**src/rtl/fifo_param.sv**
```systemverilog
// Parameterised synchronous FIFO with occupancy count and status flags.
// Supports registered read (FWFT=0) or first-word-fall-through (FWFT=1).
module fifo_param #(
    parameter int FIFO_WIDTH = 16,
    parameter int FIFO_DEPTH = 8,
    parameter int AF_THRESH  = FIFO_DEPTH - 1,
    parameter int AE_THRESH  = 1,
    parameter int FWFT       = 0
) (
    input  logic                        clk,
    input  logic                        rst,
    input  logic                        wr_en,
    input  logic                        rd_en,
    input  logic [FIFO_WIDTH-1:0]       data_in,
    output logic [FIFO_WIDTH-1:0]       data_out,
    output logic                        wr_ack,
    output logic                        overflow,
    output logic                        underflow,
    output logic                        full,
    output logic                        empty,
    output logic                        almostfull,
    output logic                        almostempty,
    output logic [$clog2(FIFO_DEPTH):0] count
);

    localparam int AW = $clog2(FIFO_DEPTH);
    localparam int CW = AW + 1;
    localparam logic [CW-1:0] DEPTH_C = CW'(FIFO_DEPTH);
    localparam logic [CW-1:0] AF_C    = CW'(AF_THRESH);
    localparam logic [CW-1:0] AE_C    = CW'(AE_THRESH);

    logic [FIFO_WIDTH-1:0] mem_q [FIFO_DEPTH];

    logic [AW-1:0] wr_ptr_q, wr_ptr_d;
    logic [AW-1:0] rd_ptr_q, rd_ptr_d;
    logic [CW-1:0] count_q, count_d;
    logic          wr_ack_q, wr_ack_d;
    logic          overflow_q, overflow_d;
    logic          underflow_q, underflow_d;
    logic          wr_acc;
    logic          rd_acc;

    // Status flags decoded straight from the registered occupancy
    always_comb begin
        full        = (count_q == DEPTH_C);
        empty       = (count_q == '0);
        almostfull  = (count_q >= AF_C);
        almostempty = (count_q <= AE_C) && (count_q != '0);
    end

    // Request acceptance, next pointers, count and one-cycle event pulses
    always_comb begin
        wr_acc      = wr_en && !full;
        rd_acc      = rd_en && !empty;
        wr_ptr_d    = wr_ptr_q;
        rd_ptr_d    = rd_ptr_q;
        count_d     = count_q;
        wr_ack_d    = wr_acc;
        overflow_d  = wr_en && full;
        underflow_d = rd_en && empty;
        if (wr_acc) begin
            wr_ptr_d = wr_ptr_q + AW'(1);
        end
        if (rd_acc) begin
            rd_ptr_d = rd_ptr_q + AW'(1);
        end
        if (wr_acc && !rd_acc) begin
            count_d = count_q + CW'(1);
        end else if (rd_acc && !wr_acc) begin
            count_d = count_q - CW'(1);
        end
    end

    // Control state; reset wins over any request in the same cycle
    always_ff @(posedge clk) begin
        if (rst) begin
            wr_ptr_q    <= '0;
            rd_ptr_q    <= '0;
            count_q     <= '0;
            wr_ack_q    <= 1'b0;
            overflow_q  <= 1'b0;
            underflow_q <= 1'b0;
        end else begin
            wr_ptr_q    <= wr_ptr_d;
            rd_ptr_q    <= rd_ptr_d;
            count_q     <= count_d;
            wr_ack_q    <= wr_ack_d;
            overflow_q  <= overflow_d;
            underflow_q <= underflow_d;
        end
    end

    // Storage is never cleared; a write during reset is dropped
    always_ff @(posedge clk) begin
        if (!rst && wr_acc) begin
            mem_q[wr_ptr_q] <= data_in;
        end
    end

    generate
        if (FWFT != 0) begin : gen_fwft
            // Head entry is visible without a pop; rd_en only advances it
            assign data_out = mem_q[rd_ptr_q];
        end else begin : gen_reg
            logic [FIFO_WIDTH-1:0] dout_q, dout_d;

            // Load the head entry only on an accepted read, else hold
            always_comb begin
                dout_d = dout_q;
                if (rd_acc) begin
                    dout_d = mem_q[rd_ptr_q];
                end
            end

            // Registered read data with a cleared reset value
            always_ff @(posedge clk) begin
                if (rst) begin
                    dout_q <= '0;
                end else begin
                    dout_q <= dout_d;
                end
            end

            assign data_out = dout_q;
        end
    endgenerate

    assign wr_ack    = wr_ack_q;
    assign overflow  = overflow_q;
    assign underflow = underflow_q;
    assign count     = count_q;

endmodule

```
**config.mk**
```make
export PLATFORM = sky130hd
export DESIGN_NAME = fifo_param
export DESIGN_NICKNAME = d
export VERILOG_FILES = /design/src/rtl/fifo_param.sv
export SDC_FILE = /design/constraint.sdc
export NUM_CORES = 1
export LEC_CHECK = 0
export CORE_MARGIN = 3
export CORE_UTILIZATION = 30
export CTS_CLUSTER_DIAMETER = 120
export DETAILED_ROUTE_END_ITERATION = 8
export PLACE_DENSITY = 0.54
export REMOVE_ABC_BUFFERS = 1
export SLEW_MARGIN = 20
export SYNTH_ARGS = -nofsm -noshare
export SYNTH_HDL_FRONTEND = slang
export SYNTH_SLANG_ARGS = --single-unit
```
**constraint.sdc**
```tcl
create_clock -name clk -period 3.7 [get_ports clk]
set_input_delay 0.74 -clock clk [delete_from_list [all_inputs] [get_ports clk]]
set_output_delay 0.74 -clock clk [all_outputs]
set_load 0.02 [all_outputs]
```
# == After elaboration in Yosys (flattened, before gate mapping) ==
# Memory sizes are Yosys's and may differ from the RTL's. A register that Yosys moved wholly into a read port is not among the register bits.
# Index checks and enable logic that the tools add are counted.
# op_classes
n_reduce_logical,16
add_sub_neg,4
n_eq_ne,1
order_cmp,2
muxes,4
# op_table
op,count
logical AND 1 bit,8
2-to-1 mux 4 bit,2
"adder 3 x 1 -> 3 bit, second input constant",2
zero test 1 bit,5
"adder 4 x 1 -> 4 bit, second input constant",1
"== test 4 bit, second input constant",1
">= comparator 4 x 3 -> 1 bit, second input constant",1
"<= comparator 4 x 1 -> 1 bit, second input constant",1
zero test 4 bit,1
nonzero test 4 bit,1
"subtractor 4 x 1 -> 4 bit, second input constant",1
2-to-1 mux 1 bit,2
nonzero test 2 bit,1
# totals
out_inout_bits,27
mem_bits_rw,128
register_bits,13
word_cells,34
mem_count,1
# memory_table
name,words,word_bits,rd,rd_clocked_by_memory_dff,write_ports,line_no,text
mem_q,8,16,1,1,1,32,logic [FIFO_WIDTH-1:0] mem_q [FIFO_DEPTH];

# == Longest topological paths before layout ==
# logic_depth
ltp_word,7
depth_mapped,10

# == Worst setup path after synthesis ==
# OpenSTA, ideal clock, no wires.
# synth_path
path_kind,register to register
startpoint,"reg count_q[0], in the netlist count[0]"
endpoint,mem mem_q[0][0] (enable)
path_slack_ns,0.858
arrival_time_ns,2.433
period_less_slack_ns,2.842
setup_ns,0.409
path_stages_with_launch,7
path_cell_list,dfxtp_1 inv_1 ha_1 nand3b_1 and3b_1 nand2b_1 nor3_1
# synth_via
elab_chain_len,6
# synth_rtl
item,line_no,text
"start, declared",36,"logic [CW-1:0] count_q, count_d;"
"start signal, assigned",86,count_q <= count_d;
== test 4 bit,45,full = (count_q == DEPTH_C);
zero test 1 bit,53,wr_acc = wr_en && !full;
logical AND 1 bit,53,
logical AND 1 bit,95,if (!rst && wr_acc) begin
2-to-1 mux 1 bit,95,
2-to-1 mux 1 bit (not written as such),96,mem_q[wr_ptr_q] <= data_in;
"end, declared",32,
# Every way passes these cells.

# == Worst setup path after layout ==
# layout_path
startpoint,"reg count_q[1], in the netlist count[1]"
endpoint,out empty
# layout_via
elab_chain_len,1
# layout_rtl
item,line_no,text
zero test 4 bit,46,empty = (count_q == '0);
"end, declared",20,"output logic empty,"
# Every way passes these cells.

==> results.py <==
metrics = {
    "cts": {
        "cts_tree": "built",
        "h-tree-depth": 4,
        "cts_root_buf": "clkbuf_16",
        "cts_resized": 0,
        "clkSlewWorstSetupHoldPaths_ns": 0.06,
        "clockBufferDepth": 2,
        "cts.sinks": 157,
        "post_cts_buffers": 0,
        "worst_skew_pair.late_latency_ns": 0.42,
        "cts_hold_buf": 0,
        "numCtsBuffers": 17,
    },
    "detailed_routing": {
        "remaining_drc_errors": 0,
        "routed_wl_mm": 12.1,
        "wl_per_cell_um": 17.3,
        "drt_first_iter_violations": 269,
        "via_per_inst": 4.65,
        "antenna_left": 0,
        "num_vias": 3257,
        "drt_pass1_iterations": 4,
    },
    "worst_hold_path": {
        "min_path_type": "reg -> reg",
    },
    "finish": {
        "final_cell_mix": "128 x edfxtp_1, 65 x mux2i_1, 46 x clkdlybuf4s50_1",
        "fin_util_pct": 38.1,
        "diodes": 0,
        "layout-drive-gt1-share_pct": 12.6,
        "ff_latch_area_um2": 4430,
        "syn2layout_area_growth_pct": 24.0,
        "design_area_um2": 7470,
        "multi_input_area_um2": 1480,
        "layout_commonest_cell": "edfxtp_1",
        "nNetsFinal": 448,
        "nFillCells": 1828,
    },
    "sta": {
        "fin_hold_ws_ns": 0.476,
        "maxSlewViolCount": 0,
        "hold_violations": 0,
        "period_needed_ns": 3.03,
        "slew_headroom_pct": 34.9,
        "worst_pin_slew_ns": 0.972,
        "setup_violations": 0,
        "final.period_utilization_pct": 81.9,
        "rsz0062_at_grt": "no",
        "fmax_mhz": 330,
        "skew_ns": 0.00712,
        "fin_setup_tns_ns": 0,
    },
    "global_route": {
        "grt_first_pass_wirelength_mm": 19.4,
        "grt_pass1_vias": 3404,
        "grt_use_total_pct": 11.9,
        "grtUsageMet2_pct": 18.5,
        "use_met1_pct": 15.5,
        "grt_busiest_layer": "met2",
        "antenna_found_initial": 0,
        "grt-ovfl-total": 0,
        "grt_max_degree": 37,
        "grt_util_met3_pct": 3.68,
    },
    "critical_path": {
        "criticalPathCategory": "reg -> out",
        "path_max_fanout": 6,
        "cp-start-kind": "flop",
        "endpoint_kind": "primary output",
        "crit_arrival_ns": 2.29,
        "cp.required_ns": 2.96,
    },
    "synth": {
        "syn_area_per_cell_um2": 16.8,
        "synth_edf_count": 128,
        "syn_area_um2": 6020,
        "synth-async-reset-ratio_pct": 0,
        "ys_seq_area_share_pct": 73.5,
        "synth_ff_type": "edfxtp_1",
        "synth_seq_cells": 157,
        "synth_cell_types": 36,
        "yosys_warnings": 0,
        "synthCells": 358,
    },
    "placed_design": {
        "place_area_um2": 6840,
        "portBuffers": 46,
        "gp_congestion": 0.693,
        "dp_hpwl_mm": 7.64,
    },
    "run_status": {
        "status": "complete, no violations",
    },
    "job": {
        "max_cap_viol_count": 0,
    },
    "power_and_ir_drop": {
        "max-vdd-ir-drop_v": 0.000351,
        "finalPower_mw": 5.16,
        "power.density_nw_per_um2": 691,
        "leakagePower_nw": 2.44,
    },
    "floorplanning": {
        "core_um2": 19600,
        "die-area_um2": 21800,
        "start_util_pct": 30.7,
        "die_h_um": 148,
        "ioPinCount": 47,
        "rows": 51,
        "die_w_um": 148,
    },
}
[cell families (layout without fill, tap and decap cells)]
logic type	Yosys count	count (layout)	share of synthesized area, %
DFF	157	157	73.5
muxes	65	65	10.8
AOI/OAI and AO/OA	56	56	7.54
and+or+nand+nor	44	44	3.72
buffers and inverters	23	100	2.22
xor gates and xnor gates	7	7	1.02
adders and majority gates	6	6	1.25
[where the power goes]
part           switching (mW)  internal [mW]  total (mW)
logic                   0.566          0.553        1.12
clock network           0.680           1.13        1.81
registers               0.179           2.05        2.23
total                    1.42           3.73        5.16
[critical path, cell delays in order (launching register included)]
cell and delay, ns:
dfxtp_1 0.36, inv_1 0.10, ha_1 0.21, or3b_1 0.49, inv_2 0.11, clkdlybuf4s50_1 0.60
[metal layers]
layer / vias up / wire length (µm)
met4: 0 / 238
met2: 93 / 5830
met1: 1601 / 5190
li1: 1544 / -
met3: 19 / 831
met5: - / 0
[synthesized netlist by cell type, types with 2 or more instances]
| cell | n | area, µm² |
|---|---|---|
| buf_2 | 4 | 20.0 |
| a32o_1 | 16 | 160 |
| a22oi_1 | 32 | 240 |
| buf_4 | 4 | 30.0 |
| buf_6 | 3 | 33.8 |
| nor2b_1 | 2 | 12.5 |
| dfxtp_1 | 29 | 581 |
| ha_1 | 6 | 75.1 |
| clkbuf_1 | 5 | 18.8 |
| inv_1 | 4 | 15.0 |
| nand2b_1 | 4 | 25.0 |
| a21oi_1 | 5 | 25.0 |
| nand2_1 | 6 | 22.5 |
| nor3_1 | 2 | 10.0 |
| mux2i_1 | 65 | 651 |
| nand3_1 | 4 | 20.0 |
| nor2_1 | 16 | 60.1 |
| xor2_1 | 6 | 52.6 |
| edfxtp_1 | 128 | 3840 |
[final cells by class]
type                    instances  area share (%)
clock inverters                14            2.58
well taps                     265            4.44
flip-flops and latches        157            59.3
repair buffers                 63            7.88
inverters                       5           0.251
clock buffers                  18            5.75
multi-input cells             178            19.8
[flip-flops by register name, indices dropped and copies added, names as in the netlist]
name       flops
count          4
data_out      16
mem_q        128
overflow       1
rd_ptr_q       3
underflow      1
wr_ack         1
wr_ptr_q       3
[per-stage QoR]
step | setup slack [ns] | std cells
after floorplan | 0.543 | 340
after global placement | 1.05 | 668
after detailed placement | 0.991 | 668
after CTS | 0.638 | 700
after global routing | 0.517 | 700
final | 0.670 | 700
[path summary, 6_finish.rpt]
check	slack (ns)	end	from	cells past startpoint
worst min-delay path	0.48	data_out[1]$_SDFFE_PP0P_	data_out[1]$_SDFFE_PP0P_	1
worst min register to register	0.48	data_out[1]$_SDFFE_PP0P_	data_out[1]$_SDFFE_PP0P_	1
worst max-delay path	0.67	empty	count[1]$_SDFFE_PP0P_	5
worst max register to register	1.29	count[3]$_SDFFE_PP0P_	count[0]$_SDFFE_PP0P_	9
Note: power is estimated with default switching activity, not from simulation.
==> RTL change 1: new RTL, same flow settings <==
Change the parameter `FWFT` from 0 to 1. Comments in the files are not updated.
--- a/src/rtl/fifo_param.sv
+++ b/src/rtl/fifo_param.sv
@@ -6,5 +6,5 @@
     parameter int AF_THRESH  = FIFO_DEPTH - 1,
     parameter int AE_THRESH  = 1,
-    parameter int FWFT       = 0
+    parameter int FWFT       = 1
 ) (
     input  logic                        clk,
Formal check against the unedited RTL: not equivalent (Yosys sat finds a counterexample within 4 cycles, from zero or initial values and one cycle with rst high).
==> RTL change 1 against the unedited design <==
  * Routed wire length shrank 11%
  * Total power fell by 12%
  * Cell area shrank 5.8%
  * Highest routed layer unchanged
  * Combinational power down 4%
  * Setup slack got worse by 0.16 ns
  * Synthesized cell count shrank 23%
  * Synthesized area shrank 5.5%
  * Sequential power is 14% lower
  * Largest power group unchanged
  * Largest cell class unchanged
  * Sequential cell count decreased by 13
==> RTL change 1: results (changes against the unedited design) <==
| Metric | Value |
|---|---|
| I/O Buffers | `46 (unchanged)` |
| GRT Resource Usage Total | `11.1% (was 11.9%)` |
| Least-Margin Pin Slew | `0.450 ns (was 0.972 ns)` |
| Seq/Total Area, Yosys | `73.1% (was 73.5%)` |
| GRT met3 Usage | `4.66% (was 3.68%)` |
| # clock sinks | `144 (was 157)` |
| Status | `completed (unchanged)` |
| Pre-CTS setup slack | `0.929 ns (was 0.991 ns)` |
| CP top delay family | `multiplexers (was buffers and inverters)` |
| Syn avg cell area | `20.7 sq um (was 16.8 sq um)` |
| Hold Path End | `wr_ptr_q[0]$_SDFFE_PP0P_ (was data_out[1]$_SDFFE_PP0P_)` |
| Worst Setup EP | `data_out[14] (was empty)` |
| Min Hold Slack | `0.533 ns (was 0.476 ns)` |
| Initial antenna violation count | `0 (unchanged)` |
| Post-Route WL | `10700 microns (was 12100 microns)` |
| Reg area | `4170 sq um (was 4430 sq um)` |
| Synth area leaders | `edfxtp_1, mux4_1, dfxtp_1 (was edfxtp_1, mux2i_1, dfxtp_1)` |
| R2R Setup Slk | `1.18 ns (was 1.29 ns)` |
| Met1 usage | `13.9% (was 15.5%)` |
| Non-clk bufs | `58 (was 63)` |
| Clock buffer count | `19 (was 18)` |
| Pleak | `2.32 nW (was 2.44 nW)` |
| Core area | `18300 sq um (was 19600 sq um)` |
| Dpl cells | `552 (was 668)` |
| GPL Wtd Cong | `0.718 (was 0.693)` |
| FILL cells | `1691 (was 1828)` |
| TritonRoute pass-1 iters | `5 (was 4)` |
| Sw Share | `26.7% (was 27.6%)` |
| Synth cell types | `32 (was 36)` |
| Final net count | `369 (was 448)` |
| HPWL after DPL | `6010 microns (was 7640 microns)` |
| Hold path startpoint | `wr_ptr_q[0]$_SDFFE_PP0P_ (was data_out[1]$_SDFFE_PP0P_)` |
| CP max stage cell | `mux4_1 (was clkdlybuf4s50_1)` |
| Global-route wire length before repair | `16600 microns (was 19400 microns)` |
| M1 wire length | `4810 microns (was 5190 microns)` |
| Placed Area | `6480 sq um (was 6840 sq um)` |
| Hold path depth | `2 (was 1)` |
| Multi-input logic area | `1440 sq um (was 1480 sq um)` |
| Number of non-clock inverters | `7 (was 5)` |
| Clk tree area frac | `7.78% (was 8.33%)` |
| Buffering overhead | `8.01% (was 7.88%)` |
| Largest net degree at the start of global routing | `33 (was 37)` |
| Worst Path Max Fanout | `32 (was 6)` |
| Iteration-0 DRC Markers | `167 (was 269)` |
| Min Tclk post-route | `3.19 ns (was 3.03 ns)` |
| Worst vdd ir | `0.347 mV (was 0.351 mV)` |
| CP max stage delay | `0.63 ns (was 0.60 ns)` |
| Setup bufs post-CTS | `0 (unchanged)` |
| Final core utilization | `38.5% (was 38.1%)` |
| DR WL met2 | `5330 microns (was 5830 microns)` |
[RTL change 1: changes by cell type after synthesis, moves of 5 or more]
cell,before,now
mux2_2,0,18
xor2_1,6,1
dfxtp_1,29,16
mux2i_1,65,2
a22oi_1,32,0
a32o_1,16,0
mux4_1,0,28
[RTL change 1: power groups by stage]
stage                     Sequential [mW]  Clock, mW  Combinational, mW
after floorplan                      2.01          0              0.593
after global routing                 1.92       1.69               1.18
after global placement               1.94          0               1.10
after CTS                            1.91       1.60               1.11
after detailed placement             1.94          0               1.10
final                                1.91       1.56               1.08
[RTL change 1: cell families (layout without fill, tap and decap cells)]
| group | Yosys count | count (layout) | synth area share (%) |
|---|---|---|---|
| AOI/OAI and AO/OA | 15 | 15 | 1.49 |
| adders and majority gates | 7 | 7 | 1.54 |
| xor gates and xnor gates | 2 | 2 | 0.308 |
| buffers and inverters | 17 | 96 | 1.67 |
| muxes | 52 | 52 | 18.4 |
| and+or+nand+nor | 38 | 38 | 3.43 |
| DFF | 144 | 144 | 73.1 |
==> RTL change 2: new RTL, same settings <==
Without the edit above. Put one more register stage on the output `overflow`, with the module's reset. The value now appears one clock later. The other outputs are not delayed to match.
--- a/src/rtl/fifo_param.sv
+++ b/src/rtl/fifo_param.sv
@@ -127,5 +127,11 @@
 
     assign wr_ack    = wr_ack_q;
-    assign overflow  = overflow_q;
+    always_ff @(posedge clk) begin
+        if (rst) begin
+            overflow <= '0;
+        end else begin
+            overflow <= overflow_q;
+        end
+    end
     assign underflow = underflow_q;
     assign count     = count_q;
Check against the original RTL: not equivalent (a bounded check fails within 10 cycles, from zero or initial values and one cycle with rst high).
==> RTL change 2 against the unedited design <==
  * Synthesized cell count rose by 0.56%
  * Routed wire length rose by 1.9%
  * Sequential share of layout area rose by 0.54 points
  * Setup slack improved by 0.0052 ns
  * Total power fell by 3.0%
  * Non-clock buffer count rose by 1
  * Cell area fell by 0.45%
  * Core utilization fell by 0.30 points
  * Global-route usage barely moved
  * Synthesized area rose by 0.35%
  * Sequential cell count rose by 1
==> RTL change 2: results (changes against the unedited design) <==
| Metric | Value |
|---|---|
| Status | `completed (unchanged)` |
| CP max stage delay | `0.60 ns (about the same)` |
| Worst Path Max Fanout | `7 (was 6)` |
| Residual DRC | `0 (unchanged)` |
| Clk_lat worst skew | `0.42 ns (about the same)` |
| Largest reg by FF count | `mem_q (unchanged)` |
| Setup bufs post-CTS | `0 (unchanged)` |
| Worst Hold Class | `reg2reg (unchanged)` |
| Yosys warns | `0 (unchanged)` |
| Clk root buf | `clkbuf_16 (unchanged)` |
| GPL Wtd Cong | `0.755 (was 0.693)` |
| Pre-CTS setup slack | `0.820 ns (was 0.991 ns)` |
| Critical Path AT | `2.29 ns (about the same)` |
| Synth cell types | `35 (was 36)` |
| Number of CTS-inserted buffers | `17 (unchanged)` |
| Post-route clock skew | `0.00917 ns (was 0.00712 ns)` |
| Iteration-0 DRC Markers | `226 (was 269)` |
| Max reg flops | `128 (unchanged)` |
| I/O Buffers | `46 (unchanged)` |
| Number of synthesized flops with an enable pin | `128 (unchanged)` |
| FILL cells | `1887 (was 1828)` |
| Top FF cell, synth | `edfxtp_1 (unchanged)` |
| TritonRoute pass-1 iters | `5 (was 4)` |
| Post-cts resize count | `0 (unchanged)` |
| Vias in the first global route | `3471 (was 3404)` |
| H-tree depth | `4 (unchanged)` |
| CTS max path bufs | `2 (unchanged)` |
| Synth area leaders | `edfxtp_1, mux2i_1, dfxtp_1 (unchanged)` |
| HPWL after DPL | `7540 microns (was 7640 microns)` |
| Share of post-route cells with drive strength above 1 | `12.4% (was 12.6%)` |
| Antenna fix cells | `0 (unchanged)` |
| CP top delay family | `buffers and inverters (unchanged)` |
| Seq/Total Area, Yosys | `73.5% (about the same)` |
| Pleak | `2.43 nW (was 2.44 nW)` |
| Global-route wire length before repair | `19500 microns (was 19400 microns)` |
| DR vias | `3231 (was 3257)` |
| Least-Margin Pin Slew | `1.03 ns (was 0.972 ns)` |
| Post-synth top cells | `edfxtp_1, mux2i_1, a22oi_1, dfxtp_1 (unchanged)` |
| Ys async rst share | `0% (unchanged)` |
| GRT Resource Usage Total | `11.9% (about the same)` |
| Largest net degree at the start of global routing | `42 (was 37)` |
| Worst vdd ir | `0.434 mV (was 0.351 mV)` |
| Post-Route WL | `12300 microns (was 12100 microns)` |
| Final net count | `451 (was 448)` |
| Initial antenna violation count | `0 (unchanged)` |
## RTL change 2: worst paths after layout
path,depth (start not counted),slack [ns],endpoint,start
setup reg to reg,7,1.18,mem_q[1][14]$_DFFE_PP_,count[0]$_SDFFE_PP0P_
hold reg to reg,1,0.45,overflow$_SDFF_PP0_,overflow_q$_SDFF_PP0_
hold / removal,1,0.45,overflow$_SDFF_PP0_,overflow_q$_SDFF_PP0_
setup / recovery,5,0.67,empty,count[0]$_SDFFE_PP0P_
## RTL change 2: metal layers
metal	routed length [microns]	track usage (%)	up-vias
met3	581	3.22	16
met2	5840	18.6	74
met4	257	5.27	0
li1	-	-	1548
met5	0	0	-
met1	5640	15.7	1593
## RTL change 2: logic make-up (layout without fill, tap and decap cells)
kind of cell | Yosys count | after routing | synth area share (%)
mux | 65 | 65 | 10.8
xor+xnor | 7 | 7 | 1.01
buf+inv | 23 | 100 | 2.13
fa+ha+maj | 6 | 6 | 1.24
simple gates | 45 | 45 | 3.81
flops | 158 | 158 | 73.5
compound gates | 56 | 56 | 7.51
## RTL change 2: final cells by class
type | count | area share, %
Sequential cell | 158 | 59.8
Clock buffer | 18 | 5.77
Clock inverter | 13 | 1.68
Tap cell | 265 | 4.46
Timing Repair Buffer | 64 | 8.01
Inverter | 5 | 0.253
Multi-Input combinational cell | 179 | 20.0
## RTL change 2: power by group
group / internal, mW / total [mW] / switching (mW)
combinational: 0.555 / 1.11 / 0.556
clock: 0.977 / 1.64 / 0.660
sequential: 2.06 / 2.25 / 0.191
total: 3.59 / 5.00 / 1.41
## RTL change 2: through the flow
stage / area, sq um / instances / hold WS (ns)
global placement: 6880 / 671 / 0.454
floorplan: 5930 / 342 / 0.414
global route: 7430 / 702 / 0.470
detailed placement: 6880 / 671 / 0.431
finish: 7430 / 702 / 0.449
CTS: 7430 / 702 / 0.454
